$ cat src/rtl/draw_sequencer.sv
// Full-screen draw sequencer: walks H_PIX*V_PIX pixels and drives the datapath counter strobes and VGA plot.
// Latency: drawReq edge -> INIT next cycle, first plot two cycles after INIT, drawDone one cycle after FLUSH.
// Backpressure: hold=1 freezes pixel issue (no counter strobes); plot follows issue by one cycle regardless of hold.
//
// Ports:
//   clk, resetn            clock, async active-low reset
//   drawReq/drawSel/clearReq  start request, screen select and black-fill select (latched when accepted in IDLE)
//   hold                   stall pixel issue
//   screenDone             datapath end-of-screen flag, sampled in FLUSH
//   memorySel, black       latched select / black-fill, stable while busy
//   addressScreenCounterReset, xReset, yReset   counter clears
//   screenCountLoad, xCountUp, yCountUp         counter advances (one pixel issued)
//   plot                   VGA write strobe, one cycle behind issue (ROM read latency)
//   busy, drawDone, frameErr   status; frameErr is sticky until the next accepted draw
module draw_sequencer #(
  parameter int H_PIX = 160,
  parameter int V_PIX = 120
) (
  input  logic       clk,
  input  logic       resetn,
  input  logic       drawReq,
  input  logic [4:0] drawSel,
  input  logic       clearReq,
  input  logic       hold,
  input  logic       screenDone,
  output logic [4:0] memorySel,
  output logic       black,
  output logic       addressScreenCounterReset,
  output logic       xReset,
  output logic       yReset,
  output logic       screenCountLoad,
  output logic       xCountUp,
  output logic       yCountUp,
  output logic       plot,
  output logic       busy,
  output logic       drawDone,
  output logic       frameErr
);

  localparam logic [14:0] LAST_PIX = 15'(H_PIX * V_PIX - 1);
  localparam logic [7:0]  LAST_COL = 8'(H_PIX - 1);

  typedef enum logic [2:0] {
    S_IDLE,
    S_INIT,
    S_DRAW,
    S_FLUSH,
    S_DONE
  } state_t;

  state_t      r_state;
  logic [14:0] r_pix;
  logic [7:0]  r_col;
  logic [4:0]  r_mem_sel;
  logic        r_black;
  logic        r_plot;
  logic        r_frame_err;

  logic        w_issue;
  logic        w_last_col;

  // A pixel is issued in every DRAW cycle that is not stalled.
  assign w_issue    = (r_state == S_DRAW) && !hold;
  assign w_last_col = (r_col == LAST_COL);

  always_ff @(posedge clk or negedge resetn) begin
    if (!resetn) begin
      r_state     <= S_IDLE;
      r_pix       <= '0;
      r_col       <= '0;
      r_mem_sel   <= '0;
      r_black     <= 1'b0;
      r_plot      <= 1'b0;
      r_frame_err <= 1'b0;
    end else begin
      // ROM data for an issued pixel is valid one cycle later, so plot trails issue.
      r_plot <= w_issue;
      case (r_state)
        S_IDLE: begin
          if (drawReq) begin
            r_mem_sel   <= drawSel;
            r_black     <= clearReq;
            r_frame_err <= 1'b0;
            r_state     <= S_INIT;
          end
        end
        S_INIT: begin
          r_pix   <= '0;
          r_col   <= '0;
          r_state <= S_DRAW;
        end
        S_DRAW: begin
          if (w_issue) begin
            r_col <= w_last_col ? 8'd0 : r_col + 8'd1;
            r_pix <= r_pix + 15'd1;
            if (r_pix == LAST_PIX) begin
              r_state <= S_FLUSH;
            end
          end
        end
        S_FLUSH: begin
          // The datapath counters must agree that the last pixel closed the screen.
          if (!screenDone) begin
            r_frame_err <= 1'b1;
          end
          r_state <= S_DONE;
        end
        S_DONE: begin
          r_state <= S_IDLE;
        end
        default: begin
          r_state <= S_IDLE;
        end
      endcase
    end
  end

  assign memorySel                 = r_mem_sel;
  assign black                     = r_black;
  assign plot                      = r_plot;
  assign frameErr                  = r_frame_err;
  assign busy                      = (r_state != S_IDLE);
  assign drawDone                  = (r_state == S_DONE);
  assign addressScreenCounterReset = (r_state == S_INIT);
  assign yReset                    = (r_state == S_INIT);
  // x wraps at end of each row as well as at the start of the frame.
  assign xReset                    = (r_state == S_INIT) || (w_issue && w_last_col);
  assign screenCountLoad           = w_issue;
  assign xCountUp                  = w_issue && !w_last_col;
  assign yCountUp                  = w_issue && w_last_col;

endmodule

$ cat config.mk
export PLATFORM = sky130hd
export DESIGN_NAME = draw_sequencer
export DESIGN_NICKNAME = d
export VERILOG_FILES = /design/src/rtl/draw_sequencer.sv
export SDC_FILE = /design/constraint.sdc
export NUM_CORES = 1
export LEC_CHECK = 0
export CAP_MARGIN = 25
export CORE_MARGIN = 1
export CORE_UTILIZATION = 51
export DETAILED_ROUTE_END_ITERATION = 16
export GPL_TIMING_DRIVEN = 0
export PLACE_DENSITY = 0.78
export SYNTH_ARGS = -nofsm -noshare
export SYNTH_HDL_FRONTEND = slang
export SYNTH_SLANG_ARGS = --single-unit
$ cat constraint.sdc
create_clock -name clk -period 2.55 [get_ports clk]
set_input_delay 0.3825 -clock clk [delete_from_list [all_inputs] [get_ports clk]]
set_output_delay 0.3825 -clock clk [all_outputs]
set_load 0.01 [all_outputs]
==> results.md, run 1 <==
- Gpl congestion: 0.786
- Status: completed
- Post-Route Skew: 0.0103 ns
- Syn_nets: 164
- Root buf cell: clkbuf_4
- Capturing point of the worst reg2reg path: r_pix[10]
- Fin crit period: 2.42 ns
- Avg Vias per Cell: 5.41
- CP startpoint kind: flip-flop
- Reg clk slew, reported paths: 0.10 ns
- Power Dens Cells: 864 mW/mm²
- Area growth syn-to-layout: 24.0%
- Worst slew margin: 51.4%
- FF-to-FF path depth: 5
- Maximum number of pins on one net before global-route repair: 35
- Crit path kind: flip-flop to primary output
- Library cells used by synthesis: 36
- Number of nets in the layout: 198
- Number of port buffers: 26
- Share of layout cells above drive strength 1: 16.8%
- Hold-fix buffer count after cts: 0
- Routed Antenna Nets: 0
- GRT Overall Usage: 21.3%
- Max Clk Rate: 413 MHz
- First-pass GRT wire length: 5.36 mm
- Cells after Synth: 151
- Dpl cell area: 0.00194 mm²
- DR pass1 iterations: 4
- Finish-stage setup viols: 0
- Area taken by multi-input logic gates: 718 µm²
- Seq/Total Area, Yosys: 52.1%
- CTS tree: built
- Drt first-iter violations: 43
- Post-synth EDFFs: 0
- Critical Path RT: 2.17 ns
- Yosys top cell area share: 52.1%
- Synth async-reset ratio: 100%
- Worst Tran Pin Value: 0.728 ns
- Final hold vios: 0
- Clock latency on the worst-skew pair: 0.34 ns
- Worst EP arrival: 2.04 ns
- Reg area: 851 µm²
- Netlist area before placement: 0.00163 mm²
- Clock sink total: 34
- Critical path fanouts, max: 6
- R2R Setup Slk: 0.51 ns
- Max Cap Violations: 0
- DP HPWL: 2.24 mm
- Clock H-tree levels: 2
- RR Startpoint: r_state[2]
- Final period util: 94.9%
- Fillers: 256
- Initial antenna violation count: 0
- Top FF cell, synth: dfrtp_1
- Mapped Avg Cell Area: 10.8 µm²
- Initial Utilization: 53.5%
- Vias in the first global route: 1200
- Post-DR wirelength/cell: 13.5 µm
- Fin. max-slew vios: 0
- CTS Buffer Depth: 2
- Io pins: 27
- Gr ovfl total: 0
- CTS buffer count: 5
- Final instance area: 0.00203 mm²
- Post-Route WL: 3.08 mm
- Die Y: 58.6 µm
- Synth area leader: dfrtp_1
- Via count: 1240
- Hold Crit Class: input port to async pin
- Ant. Diodes: 0
- Worst vdd ir: 516 µV
- Die X: 58.6 µm
- RSZ-0062 raised after global routing: no
- Synth warn: 0
- CP endpoint kind: primary output
- DRC: 0
- Floorplan core area: 0.00305 mm²
- #FFs+latches synth: 34
- Pleak: 0.939 nW
- DIE AREA: 0.00343 mm²
- Top cells by area, synth: dfrtp_1 (52%), xor2_1 (5.4%), nor2_1 (4.6%), mux2_2 (4.1%), o2111ai_1 (2.7%)
- Tot Pwr: 0.00175 W
- Rows: 20
state kept, by name, indices dropped and copies added, names as in the netlist:
register / count
black: 1
r_col: 8
r_pix: 15
plot: 1
r_state: 3
frameErr: 1
memorySel: 5
cell families (layout without fill, tap and decap cells):
family	count (synthesis)	after routing	synth area share, %
simple gates	53	53	17.3
flops	34	34	52.1
compound gates	27	27	12.8
xor+xnor	15	15	8.04
buf+inv	14	48	4.13
mux	6	6	4.13
fa+ha+maj	2	2	1.53
stage by stage:
stage               utilization (%)  std cells  hold slack [ns]  setup WS [ns]  TNS, ns
floorplan                         -        151           0.0869          0.352        0
global placement               63.9        221            0.483         -0.342    -1.06
detailed placement             63.7        221            0.489         -0.389    -1.16
CTS                            66.2        229            0.114         0.0132        0
global route                   66.4        229            0.133         0.0199        0
finish                         66.4        229           0.0958          0.131        0
synth_stat cells (2+ instances only):
cell type and instances:
nand2_1 6, inv_1 5, a41o_1 2, a31oi_1 2
dfrtp_1 34, or3_1 5, o21ai_0 5, mux2_2 6
xnor2_1 5, ha_1 2, nand4_1 5, a2111oi_2 2
xor2_1 10, o2111ai_1 5, and3_1 4, buf_2 3
nor3_1 2, a21oi_1 6, clkbuf_1 2, nor2_1 20
nand3_1 3, a22o_1 3
routing by layer:
metal	vias up	track usage [%]	routed length, µm
li1	606	-	-
met1	609	27.5	1440
met2	18	33.3	1490
met3	7	6.59	103
met4	0	9.18	56
met5	-	0	0
cell type report:
cell class / instances / area share [%]
clock inverters: 2 / 0.494
clock buffers: 5 / 1.85
flip-flops and latches: 34 / 42.0
plain buffers: 6 / 2.84
inverters: 6 / 1.23
well taps: 44 / 2.72
repair buffers: 29 / 13.5
multi-input cells: 103 / 35.4
cells in the final DEF (no fill, tap or decap), types with 2 or more instances in the layout:
master	Yosys	final
nor2_1	20	20
a21oi_1	6	6
dlygate4sd2_1	0	4
nand3_1	3	3
mux2_2	6	6
a22o_1	3	3
buf_4	1	7
and3_1	4	4
o2111ai_1	5	5
clkinv_2	0	2
ha_1	2	2
inv_1	5	4
dfrtp_1	34	34
nor3_1	2	2
xnor2_1	5	5
o21ai_0	5	5
xor2_1	10	10
nand2_1	6	6
or3_1	5	5
nand4_1	5	5
clkbuf_4	0	5
a41o_1	2	2
a2111oi_2	2	2
clkdlybuf4s50_1	0	19
a31oi_1	2	2
worst max-delay path, cell delays in order (launching register included):
cell,delay [ns]
dfrtp_1,0.41
or4b_4,0.57
inv_2,0.11
and3_1,0.17
or2_4,0.15
dlygate4sd2_1,0.27
where the power goes:
group          internal, W  switching (W)  total [W]
clock            0.0000989       0.000171   0.000270
combinational     0.000384       0.000327   0.000711
sequential        0.000669       0.000102   0.000771
repair_timing:
item | in CTS | in global routing
endpoints found under the setup margin | 6 | 2
resized for setup | 13 | 2
gates cloned | 0 | 0
setup buffers | 3 | 0
worst max-delay path by stage:
| stage | cells past startpoint | slack (ns) | endpoint | startpoint |
|---|---|---|---|---|
| 2_1_floorplan | 6 | 0.35 | yReset | r_state[2] |
| 3_3_place_gp | 7 | -0.34 | xReset | hold |
| 3_5_place_dp | 7 | -0.39 | yReset | r_state[2] |
| 4_1_cts | 4 | 0.01 | yCountUp | r_state[2] |
| 5_1_grt | 5 | 0.02 | xReset | r_state[2] |
| 6_report | 5 | 0.13 | xReset | r_state[2] |
(Power assumes the default switching activity.)
==> run 2: changes to the inputs <==
--- a/config.mk
+++ b/config.mk
@@ -8,6 +8,7 @@
 export CAP_MARGIN = 25
 export CORE_MARGIN = 1
 export CORE_UTILIZATION = 51
+export CTS_CLUSTER_DIAMETER = 100
 export DETAILED_ROUTE_END_ITERATION = 16
 export GPL_TIMING_DRIVEN = 0
 export PLACE_DENSITY = 0.78
==> results of run 2 <==
Same layout as run 1: the final DEF is identical, and so are final timing and power.
==> run 3: changes to the inputs <==
--- a/config.mk
+++ b/config.mk
@@ -7,11 +7,11 @@
 export LEC_CHECK = 0
 export CAP_MARGIN = 25
 export CORE_MARGIN = 1
-export CORE_UTILIZATION = 51
+export CORE_UTILIZATION = 48
 export CTS_CLUSTER_DIAMETER = 100
 export DETAILED_ROUTE_END_ITERATION = 16
 export GPL_TIMING_DRIVEN = 0
-export PLACE_DENSITY = 0.78
+export PLACE_DENSITY = 0.74
 export SYNTH_ARGS = -nofsm -noshare
 export SYNTH_HDL_FRONTEND = slang
 export SYNTH_SLANG_ARGS = --single-unit
==> results.md, run 3 (synthesis results as in run 1) <==
- Pleak: 0.949 nW
- Number of port buffers: 26
- Most frequent cells in the layout: dfrtp_1 (33), nor2_1 (20), clkdlybuf4s50_1 (20)
- Routed Antenna Nets: 0
- Clock H-tree levels: 2
- Via count: 1255
- Max Cap Violations: 0
- Vias in the first global route: 1211
- Maximum number of pins on one net before global-route repair: 35
- Highest cell delay on the worst timing path: 0.59 ns
- Most common cell after layout, fill and taps aside: dfrtp_1
- GRT Overall Usage: 19.9%
- Number of nets in the layout: 200
- Worst slew margin: 50.8%
- Die Y: 60.3 µm
- Critical Path RT: 2.17 ns
- Fin crit period: 2.44 ns
- Reg clk slew, reported paths: 0.10 ns
- CTS tree: built
- Clock latency on the worst-skew pair: 0.33 ns
- CP max-delay cell: or4b_4
- Worst EP arrival: 2.06 ns
- CP cell instances: or4b_4, inv_2, and3_1, or2_2, dlygate4sd2_1
- Critical path fanouts, max: 6
- CP endpoint kind: primary output
- Max reg flops: 15
- Avg Vias per Cell: 5.41
- Hold-fix buffer count after cts: 0
- RSZ-0062 raised after global routing: no
- DIE AREA: 0.00364 mm²
- Final instance area: 0.00206 mm²
- Initial antenna violation count: 0
- Hold Crit Class: input port to async pin
- Capturing point of the worst reg2reg path: r_pix[12]
- Worst Tran Pin Value: 0.738 ns
- Gpl congestion: 0.793
- Final period util: 95.6%
- Post-DR wirelength/cell: 13.6 µm
- CTS Buffer Depth: 2
- Rows: 20
- Gr ovfl total: 0
- Area growth syn-to-layout: 25.9%
- RR Startpoint: r_state[2]
- Most flops, register: r_pix
- Status: completed
- Io pins: 27
- Post-Route Skew: 0.00618 ns
- Dpl cell area: 0.00194 mm²
- Fin. max-slew vios: 0
- Max Clk Rate: 410 MHz
- Crit path kind: flip-flop to primary output
- First-pass GRT wire length: 5.30 mm
- Die X: 60.3 µm
- Final Util: 65.2%
- CP startpoint kind: flip-flop
- Post-Route WL: 3.16 mm
- Root buf cell: clkbuf_4
- Finish-stage setup viols: 0
- Power Dens Cells: 878 mW/mm²
- DRC: 0
- R2R Setup Slk: 0.50 ns
- Final hold vios: 0
- CTS buffer count: 5
- Floorplan core area: 0.00315 mm²
- DR pass1 iterations: 4
- Drt first-iter violations: 33
- Worst vdd ir: 441 µV
- Share of layout cells above drive strength 1: 18.1%
- FF-to-FF path depth: 5
- Clock sink total: 34
- Ant. Diodes: 0
- Initial Utilization: 51.8%
- DP HPWL: 2.27 mm
==> run 3: cell count changes in the layout (fill, tap and decap cells not counted), sizes merged <==
cell | before | now
clkbuf | 6 | 8
buf | 10 | 12
dlygate4sd2 | 4 | 3
clkdlybuf4s50 | 19 | 20
clkinv | 2 | 1
==> run 3: power breakdown <==
part	leakage (nW)	total, W	internal, W	switching [W]
combinational	0.466	0.000720	0.000394	0.000326
clock	0.0353	0.000302	0.000133	0.000168
sequential	0.448	0.000785	0.000671	0.000114
==> run 3: what timing repair did <==
action                     4_1_cts  5_1_grt
gates cloned                     0        0
setup buffers                    3        3
setup endpoints to repair        6        3
pin swaps                        0        1
resized for setup                9        5
==> run 3: worst max-delay path by stage <==
stage	from	endpoint	depth (start not counted)
after global routing	r_state[2]	xReset	5
after CTS	r_state[1]	yReset	5
final	r_state[2]	xReset	5
after global placement	hold	xReset	7
after floorplan	r_state[2]	yReset	6
after detailed placement	hold	xReset	7
==> run 3: metrics by stage <==
| stage | setup TNS (ns) | total power, W | hold slack, ns | instances | setup slack [ns] |
|---|---|---|---|---|---|
| after global placement | -1.08 | 0.00144 | 0.484 | 221 | -0.349 |
| after global routing | 0 | 0.00193 | 0.137 | 232 | 0.0180 |
| after detailed placement | -1.14 | 0.00147 | 0.489 | 221 | -0.372 |
| after CTS | -0.0428 | 0.00180 | 0.117 | 229 | -0.0428 |
| after floorplan | 0 | 0.00116 | 0.0869 | 151 | 0.352 |
| final | 0 | 0.00181 | 0.103 | 232 | 0.111 |
==> run 3: worst max-delay path, delay by kind of cell (launching register included) <==
kind          cells  cell delay (ns)
buf+inv           2             0.39
flops             1             0.41
simple gates      3             0.92
==> run 3: cell type report <==
cell class | count | area (µm²)
Buffer | 5 | 50.0
Clock buffer | 7 | 55.1
Clock inverter | 1 | 5.00
Fill cell | 287 | 1100
Inverter | 6 | 25.0
Multi-Input combinational cell | 103 | 718
Sequential cell | 34 | 852
Tap cell | 44 | 55.1
Timing Repair Buffer | 32 | 297
==> run 3: layer usage <==
layer  global-route usage (%)  share of wire [%]
met1                     25.5                 46
met2                     32.3                 49
met3                     5.76                3.7
met4                     6.98                1.6
met5                        0                  0
